File: src/rtl/clk_phase_dds_pkg.sv
// -----------------------------------------------------------------------------
// clk_phase_dds_pkg
//   Shared definitions for the master-clock strobe generator:
//     - reset constant for the clk/2 strobe pair
//     - standard DDS increments for a 28 MHz master clock with ACC_W=16
//     - config handshake state type
//     - channel-select width helper (at least one bit even for NCH=1)
// -----------------------------------------------------------------------------
package clk_phase_dds_pkg;

  // {f1,f0} after reset: f0 high first.
  localparam logic [1:0] F_RST = 2'b01;

  // f_out = 28 MHz * inc / 2^16
  localparam int unsigned INC_1M75   = 4096;
  localparam int unsigned INC_1M7734 = 4151;
  localparam int unsigned INC_3M5    = 8192;
  localparam int unsigned INC_3M5469 = 8302;

  // Config handshake: idle, or holding one pending write until the ring wraps.
  typedef enum logic {
    CFG_IDLE = 1'b0,
    CFG_PEND = 1'b1
  } cfg_state_e;

  // Channel select width; a single channel still gets a 1-bit port.
  function automatic int cw_of(input int nch);
    return (nch > 1) ? $clog2(nch) : 1;
  endfunction

endpackage

File: src/rtl/clk_phase_dds_ch.sv
// -----------------------------------------------------------------------------
// clk_dds_ch
//   One DDS clock channel: increment register, phase accumulator, clock output
//   (accumulator MSB) and a one-cycle strobe on each rising edge of that clock.
//
// Ports
//   clk_i     master clock, posedge
//   rst_i     synchronous reset, active high (inc=0 -> channel stopped)
//   load_i    load inc_i into the increment register this cycle
//   inc_i     new increment
//   ch_clk_o  accumulator MSB (~50% duty)
//   ch_stb_o  registered pulse, high the cycle after ch_clk_o rises
// -----------------------------------------------------------------------------
module clk_dds_ch #(
  parameter int ACC_W = 16
) (
  input  logic             clk_i,
  input  logic             rst_i,
  input  logic             load_i,
  input  logic [ACC_W-1:0] inc_i,
  output logic             ch_clk_o,
  output logic             ch_stb_o
);

  logic [ACC_W-1:0] inc_q, inc_d;
  logic [ACC_W-1:0] acc_q, acc_d;
  logic             clk_dly_q;
  logic             stb_q, stb_d;

  // The accumulator keeps its phase across an increment change; the old
  // increment is still added on the load edge, the new one from then on.
  always_comb begin
    inc_d = load_i ? inc_i : inc_q;
    acc_d = acc_q + inc_q;
    stb_d = acc_q[ACC_W-1] & ~clk_dly_q;
  end

  always_ff @(posedge clk_i) begin
    if (rst_i) begin
      inc_q     <= '0;
      acc_q     <= '0;
      clk_dly_q <= 1'b0;
      stb_q     <= 1'b0;
    end else begin
      inc_q     <= inc_d;
      acc_q     <= acc_d;
      clk_dly_q <= acc_q[ACC_W-1];
      stb_q     <= stb_d;
    end
  end

  assign ch_clk_o = acc_q[ACC_W-1];
  assign ch_stb_o = stb_q;

endmodule

File: src/rtl/clk_phase_dds.sv
// -----------------------------------------------------------------------------
// clk_phase_dds
//   Master-clock strobe generator. Produces a complementary clk/2 pair, a
//   PHASES-long one-hot phase ring and NCH phase-accumulator clock channels.
//   Channel increments are written through a one-deep pending register and
//   only take effect on the ring wrap cycle, so channel clocks never glitch.
//
// Optional feature macro: CLKGEN_SNAPSHOT_EN
//   Adds snap_o, a once-per-ring coherent picture of f1 and ch_clk[0]. Without
//   the macro the port and its logic are absent.
//
// Ports
//   clk_i       master clock, posedge
//   rst_i       synchronous reset, active high
//   cfg_we_i    config write strobe
//   cfg_ch_i    target channel (values >= NCH accepted but change nothing)
//   cfg_inc_i   new increment for cfg_ch_i
//   cfg_busy_o  a write is pending and not yet applied
//   f0_o, f1_o  complementary clk/2 strobes, f0 high first after reset
//   ph_o        one-hot phase strobes, ph[0] first after reset
//   ph_wrap_o   ph[PHASES-1]; config is applied on this cycle
//   ch_clk_o    per-channel DDS clock
//   ch_stb_o    per-channel rising-edge strobe
//   snap_o      phase snapshot (CLKGEN_SNAPSHOT_EN only)
// -----------------------------------------------------------------------------
module clk_phase_dds
  import clk_phase_dds_pkg::*;
#(
  parameter int PHASES = 4,
  parameter int NCH    = 2,
  parameter int ACC_W  = 16,
  localparam int CW    = cw_of(NCH)
) (
  input  logic              clk_i,
  input  logic              rst_i,
  input  logic              cfg_we_i,
  input  logic [CW-1:0]     cfg_ch_i,
  input  logic [ACC_W-1:0]  cfg_inc_i,
  output logic              cfg_busy_o,
  output logic              f0_o,
  output logic              f1_o,
  output logic [PHASES-1:0] ph_o,
  output logic              ph_wrap_o,
  output logic [NCH-1:0]    ch_clk_o,
  output logic [NCH-1:0]    ch_stb_o
`ifdef CLKGEN_SNAPSHOT_EN
  ,
  output logic [2*PHASES-1:0] snap_o
`endif
);

  localparam logic [PHASES-1:0] PH_RST = PHASES'(1);

  typedef struct packed {
    logic [CW-1:0]    ch;
    logic [ACC_W-1:0] inc;
  } cfg_req_t;

  logic [1:0]        f_q, f_d;
  logic [PHASES-1:0] ph_q, ph_d;
  cfg_state_e        state_q, state_d;
  cfg_req_t          pend_q, pend_d;
  logic              apply;
  logic [NCH-1:0]    load;

  // ---------------------------------------------------------------------------
  // clk/2 pair and phase ring
  // ---------------------------------------------------------------------------
  always_comb begin
    f_d  = ~f_q;
    ph_d = {ph_q[PHASES-2:0], ph_q[PHASES-1]};
  end

  always_ff @(posedge clk_i) begin
    if (rst_i) begin
      f_q  <= F_RST;
      ph_q <= PH_RST;
    end else begin
      f_q  <= f_d;
      ph_q <= ph_d;
    end
  end

  assign f0_o      = f_q[0];
  assign f1_o      = f_q[1];
  assign ph_o      = ph_q;
  assign ph_wrap_o = ph_q[PHASES-1];

  // ---------------------------------------------------------------------------
  // Config handshake. A write is only captured from idle, so a write arriving
  // on the wrap cycle itself waits a full ring, and anything written while a
  // request is pending (including on the apply cycle) is dropped.
  // ---------------------------------------------------------------------------
  always_comb begin
    state_d = state_q;
    pend_d  = pend_q;
    apply   = 1'b0;
    unique case (state_q)
      CFG_IDLE: begin
        if (cfg_we_i) begin
          pend_d  = '{ch: cfg_ch_i, inc: cfg_inc_i};
          state_d = CFG_PEND;
        end
      end
      CFG_PEND: begin
        if (ph_wrap_o) begin
          apply   = 1'b1;
          state_d = CFG_IDLE;
        end
      end
      default: state_d = CFG_IDLE;
    endcase
  end

  always_ff @(posedge clk_i) begin
    if (rst_i) begin
      state_q <= CFG_IDLE;
      pend_q  <= '0;
    end else begin
      state_q <= state_d;
      pend_q  <= pend_d;
    end
  end

  assign cfg_busy_o = (state_q == CFG_PEND);

  // Out-of-range channel numbers match no lane, so the write just cycles busy.
  always_comb begin
    load = '0;
    for (int i = 0; i < NCH; i++) begin
      load[i] = apply && (pend_q.ch == CW'(i));
    end
  end

  // ---------------------------------------------------------------------------
  // DDS channels
  // ---------------------------------------------------------------------------
  for (genvar g = 0; g < NCH; g++) begin : g_ch
    clk_dds_ch #(
      .ACC_W (ACC_W)
    ) u_ch (
      .clk_i    (clk_i),
      .rst_i    (rst_i),
      .load_i   (load[g]),
      .inc_i    (pend_q.inc),
      .ch_clk_o (ch_clk_o[g]),
      .ch_stb_o (ch_stb_o[g])
    );
  end

`ifdef CLKGEN_SNAPSHOT_EN
  // ---------------------------------------------------------------------------
  // Snapshot: each ring position k deposits f1 and ch_clk[0] into snap_tmp,
  // and the whole picture is published on ph[0], one ring late but coherent.
  // ---------------------------------------------------------------------------
  logic [2*PHASES-1:0] snap_tmp_q;
  logic [2*PHASES-1:0] snap_q;

  always_ff @(posedge clk_i) begin
    if (rst_i) begin
      snap_tmp_q <= '0;
      snap_q     <= '0;
    end else begin
      for (int k = 0; k < PHASES; k++) begin
        if (ph_q[k]) begin
          snap_tmp_q[2*PHASES-1-k] <= f_q[1];
          snap_tmp_q[PHASES-1-k]   <= ch_clk_o[0];
        end
      end
      if (ph_q[0]) snap_q <= snap_tmp_q;
    end
  end

  assign snap_o = snap_q;
`endif

endmodule

File: config.mk
export PLATFORM = sky130hd
export DESIGN_NAME = clk_phase_dds
export DESIGN_NICKNAME = d
export VERILOG_FILES = /design/src/rtl/clk_phase_dds_pkg.sv /design/src/rtl/clk_phase_dds_ch.sv /design/src/rtl/clk_phase_dds.sv
export SDC_FILE = /design/constraint.sdc
export NUM_CORES = 1
export LEC_CHECK = 0
export ABC_AREA = 1
export BUFFER_PORTS_ARGS = -buffer_cell sky130_fd_sc_hd__buf_2
export CAP_MARGIN = 25
export CORE_UTILIZATION = 40
export DETAILED_ROUTE_END_ITERATION = 12
export GPL_ROUTABILITY_DRIVEN = 0
export PLACE_DENSITY = 0.56
export SYNTH_ARGS = -nofsm -noshare
export SYNTH_HDL_FRONTEND = slang
export SYNTH_SLANG_ARGS = --single-unit
File: constraint.sdc
create_clock -name clk_i -period 1.5 [get_ports clk_i]
set_input_delay 0.225 -clock clk_i [delete_from_list [all_inputs] [get_ports clk_i]]
set_output_delay 0.225 -clock clk_i [all_outputs]
set_load 0.005 [all_outputs]
==> flow_metrics.env <==
export IMPL_grt_pass1_wl_um=18130
export IMPL_fin_util_pct=51.98
export IMPL_synth_nets=732
export IMPL_path_max_fanout=4
export IMPL_insertion_delay_ns=0.34
export IMPL_cts_buffers=9
export IMPL_critical_path_startpoint_type="flop"
export IMPL_synthCells=680
export IMPL_num_rows=39
export IMPL_clk_pin_slew_ns=0.06
export IMPL_wl_per_cell_um=12.68
export IMPL_critical_path_class="flop to flop"
export IMPL_fin_crit_ns=1.557
export IMPL_peakVddDrop_uv=521.8
export IMPL_r2r_start="g_ch[0].u_ch.inc_q[0]"
export IMPL_drtIter0Drc=168
export IMPL_hold_worst_slack_ns=0.1031
export IMPL_dp_hpwl_um=7708
export IMPL_required_ns=1.78
export IMPL_seq_area_frac_synth_pct=38.69
export IMPL_fin_ws_ns=-0.05721
export IMPL_die_h_um=111.1
export IMPL_hold_start="cfg_inc_i[0]"
export IMPL_io_pins=32
export IMPL_leakage_uw=0.002870
export IMPL_r2r_cells=11
export IMPL_worstHoldPathCells=3
export IMPL_synth_xor_xnor_area_share_pct=0.3679
export IMPL_die_area_um2=12340
export IMPL_setup_violations_final=5
export IMPL_io_buffers=31
export IMPL_max_slew_margin_pct=75.97
export IMPL_grt_start_max_net_pins=34
export IMPL_synth_fa_ha_area_share_pct=8.725
export IMPL_hold_end="pend_q[0]"
export IMPL_die_x_um=111.1
export IMPL_synth_top_family_by_area="simple AND/OR/NAND/NOR gates"
export IMPL_cts_tree="yes"
export IMPL_diodes=0
export IMPL_worst_pin_slew_ns=0.3600
export IMPL_p_per_area_nw_per_um2=855.3
export IMPL_ctsHoldBuffers=0
export IMPL_cp_startpoint="g_ch[0].u_ch.inc_q[0]"
export IMPL_mostFrequentLayoutCells="nand2_1 (148), nor2_1 (100), inv_1 (84), dfxtp_1 (73), a21oi_1 (39)"
export IMPL_synth_compound_area_share_pct=9.619
export IMPL_start_util_pct=41.34
export IMPL_clockBufferDepth=2
export IMPL_drc=4
export IMPL_rsz0062_at_grt="yes"
export IMPL_final_common_cell="nand2_1"
export IMPL_antenna_found_initial=0
export IMPL_synthSimpleGateAreaFrac_pct=32.46
export IMPL_hold_class="input pin to flop"
export IMPL_slew_violations=0
export IMPL_r2r_end="g_ch[0].u_ch.acc_q[10]"
export IMPL_yosys_warnings=0
export IMPL_routed_via_count=4249
export IMPL_coreArea_um2=11520
export IMPL_max_freq_mhz=642.2
export IMPL_arrival_ns=1.84
export IMPL_area_delta_synth_final_pct=25.73
export IMPL_r2r_slack_ns=-0.06
export IMPL_yosysUniqueCellTypes=32
export IMPL_synth_avg_cell_area_um2=7.001
export IMPL_first_global_vias=4081
export IMPL_nFillCells=1130
export IMPL_root_buffer="clkbuf_16"
export IMPL_routed_wirelength_um=11060
export IMPL_grt_ovfl_total=0
export IMPL_ant_nets=0
export IMPL_period_share_pct=103.8
export IMPL_failed_checks="design-rule violations, negative setup slack"
export IMPL_drt_pass1_iterations=9
export IMPL_syn_area_um2=4761
export IMPL_synth_seq_cells=92
export IMPL_hold_viol_final=0
export IMPL_vias_per_cell=4.873
export IMPL_outcome="complete, but fails checks"
export IMPL_nNetsFinal=776
export IMPL_setup_tns_ns=-0.1530
export IMPL_end_kind="flop"
export IMPL_drive_gt1_share_pct=27.57
export IMPL_htreeDepth=3
export IMPL_clock_skew_ns=0.005225
export IMPL_grt_util_all_layers_pct=18.11
export IMPL_clock_sinks=92
export IMPL_drv_cap=0
export IMPL_muxShareOfSynthArea_pct=0
worst max-delay path: stages (launching register included):
cell and delay [ns]:
dfxtp_2 0.34, ha_4 0.16, fa_2 0.37, nand2_2 0.10, nand3_2 0.07, nand3_2 0.08, nand2_4 0.07, nand2_2 0.06
nand2_2 0.05, nand2_1 0.06, nand2_1 0.04, nor2_1 0.09
cells by family after synthesis:
family                   count (synthesis)
AO/OA/AOI/OAI                           91
flip-flops                              92
XOR/XNOR                                 2
adder cells (fa/ha/maj)                 32
buffers and inverters                  111
AND/OR/NAND/NOR                        352
metrics by stage:
stage | power, uW | instance area (um2) | cells | setup WS (ns)
after floorplan | 2776 | 4766 | 680 | 0.04011
after global placement | 2871 | 5119 | 854 | -0.05063
after detailed placement | 2876 | 5119 | 854 | -0.06394
after CTS | 5155 | 5559 | 871 | -0.07148
after global routing | 5305 | 5986 | 872 | -0.1841
final | 5120 | 5986 | 872 | -0.05721
cells in the mapped netlist (all sizes together):
master	number	area (um2)
a21oi	46	230.2
dfxtp	92	1842
inv	89	336.6
fa	2	40.04
buf	15	120.1
nand2	173	679.4
and2	2	12.51
o21ai	44	220.2
nor3b	1	12.51
o21a	1	7.510
ha	30	375.4
nand3	43	230.2
or2	3	18.78
nor3	6	50.05
clkbuf	7	26.28
nand3b	2	15.01
xnor2	2	17.52
nor2	122	526.8
cell type report:
cell class	instances	area (um2)	share of cell area (%)
well taps	143	178.9	2.989
flip-flops and latches	92	1868	31.21
clock buffers	12	246.5	4.118
repair buffers	55	335.3	5.602
clock inverters	4	48.80	0.8152
inverters	89	339.1	5.665
multi-input cells	477	2969	49.60
worst max path at each step:
stage | end | slack, ns | cells after the start
floorplan | g_ch[1].u_ch.acc_q[14] | 0.04 | 10
global placement | g_ch[1].u_ch.acc_q[10] | -0.05 | 11
detailed placement | g_ch[0].u_ch.acc_q[14] | -0.06 | 10
CTS | g_ch[0].u_ch.acc_q[10] | -0.07 | 11
global route | g_ch[0].u_ch.acc_q[10] | -0.18 | 11
finish | g_ch[0].u_ch.acc_q[10] | -0.06 | 11
registers in the layout, indices dropped and copies added (netlist names):
| signal | flops |
|---|---|
| cfg_busy_o | 1 |
| f_q | 2 |
| g_ch.u_ch.acc_q | 32 |
| g_ch.u_ch.ch_stb_o | 2 |
| g_ch.u_ch.clk_dly_q | 2 |
| g_ch.u_ch.inc_q | 32 |
| pend_q | 17 |
| ph_o | 4 |
repair_timing:
action / in CTS / in global routing
setup endpoints to repair: 12 / 24
setup buffers: 1 / 1
pin swaps: 8 / 21
gates cloned: 0 / 0
resized for setup: 30 / 78
report_power, final:
group          total, uW  switching [uW]  internal [uW]
Sequential          2570            59.2           2510
Clock               2280             943           1340
Combinational        273             162            111
Total               5120            1160           3960
per-layer routing:
layer  up-vias  global-route usage [%]  routed length (um)
li1       2221                       -                   -
met1      1949                   23.62                5432
met2        68                   30.40                5174
met3        11                   3.335                 332
met4         0                   5.405                 116
met5         -                       0                   0
(Power assumes the default switching activity.)
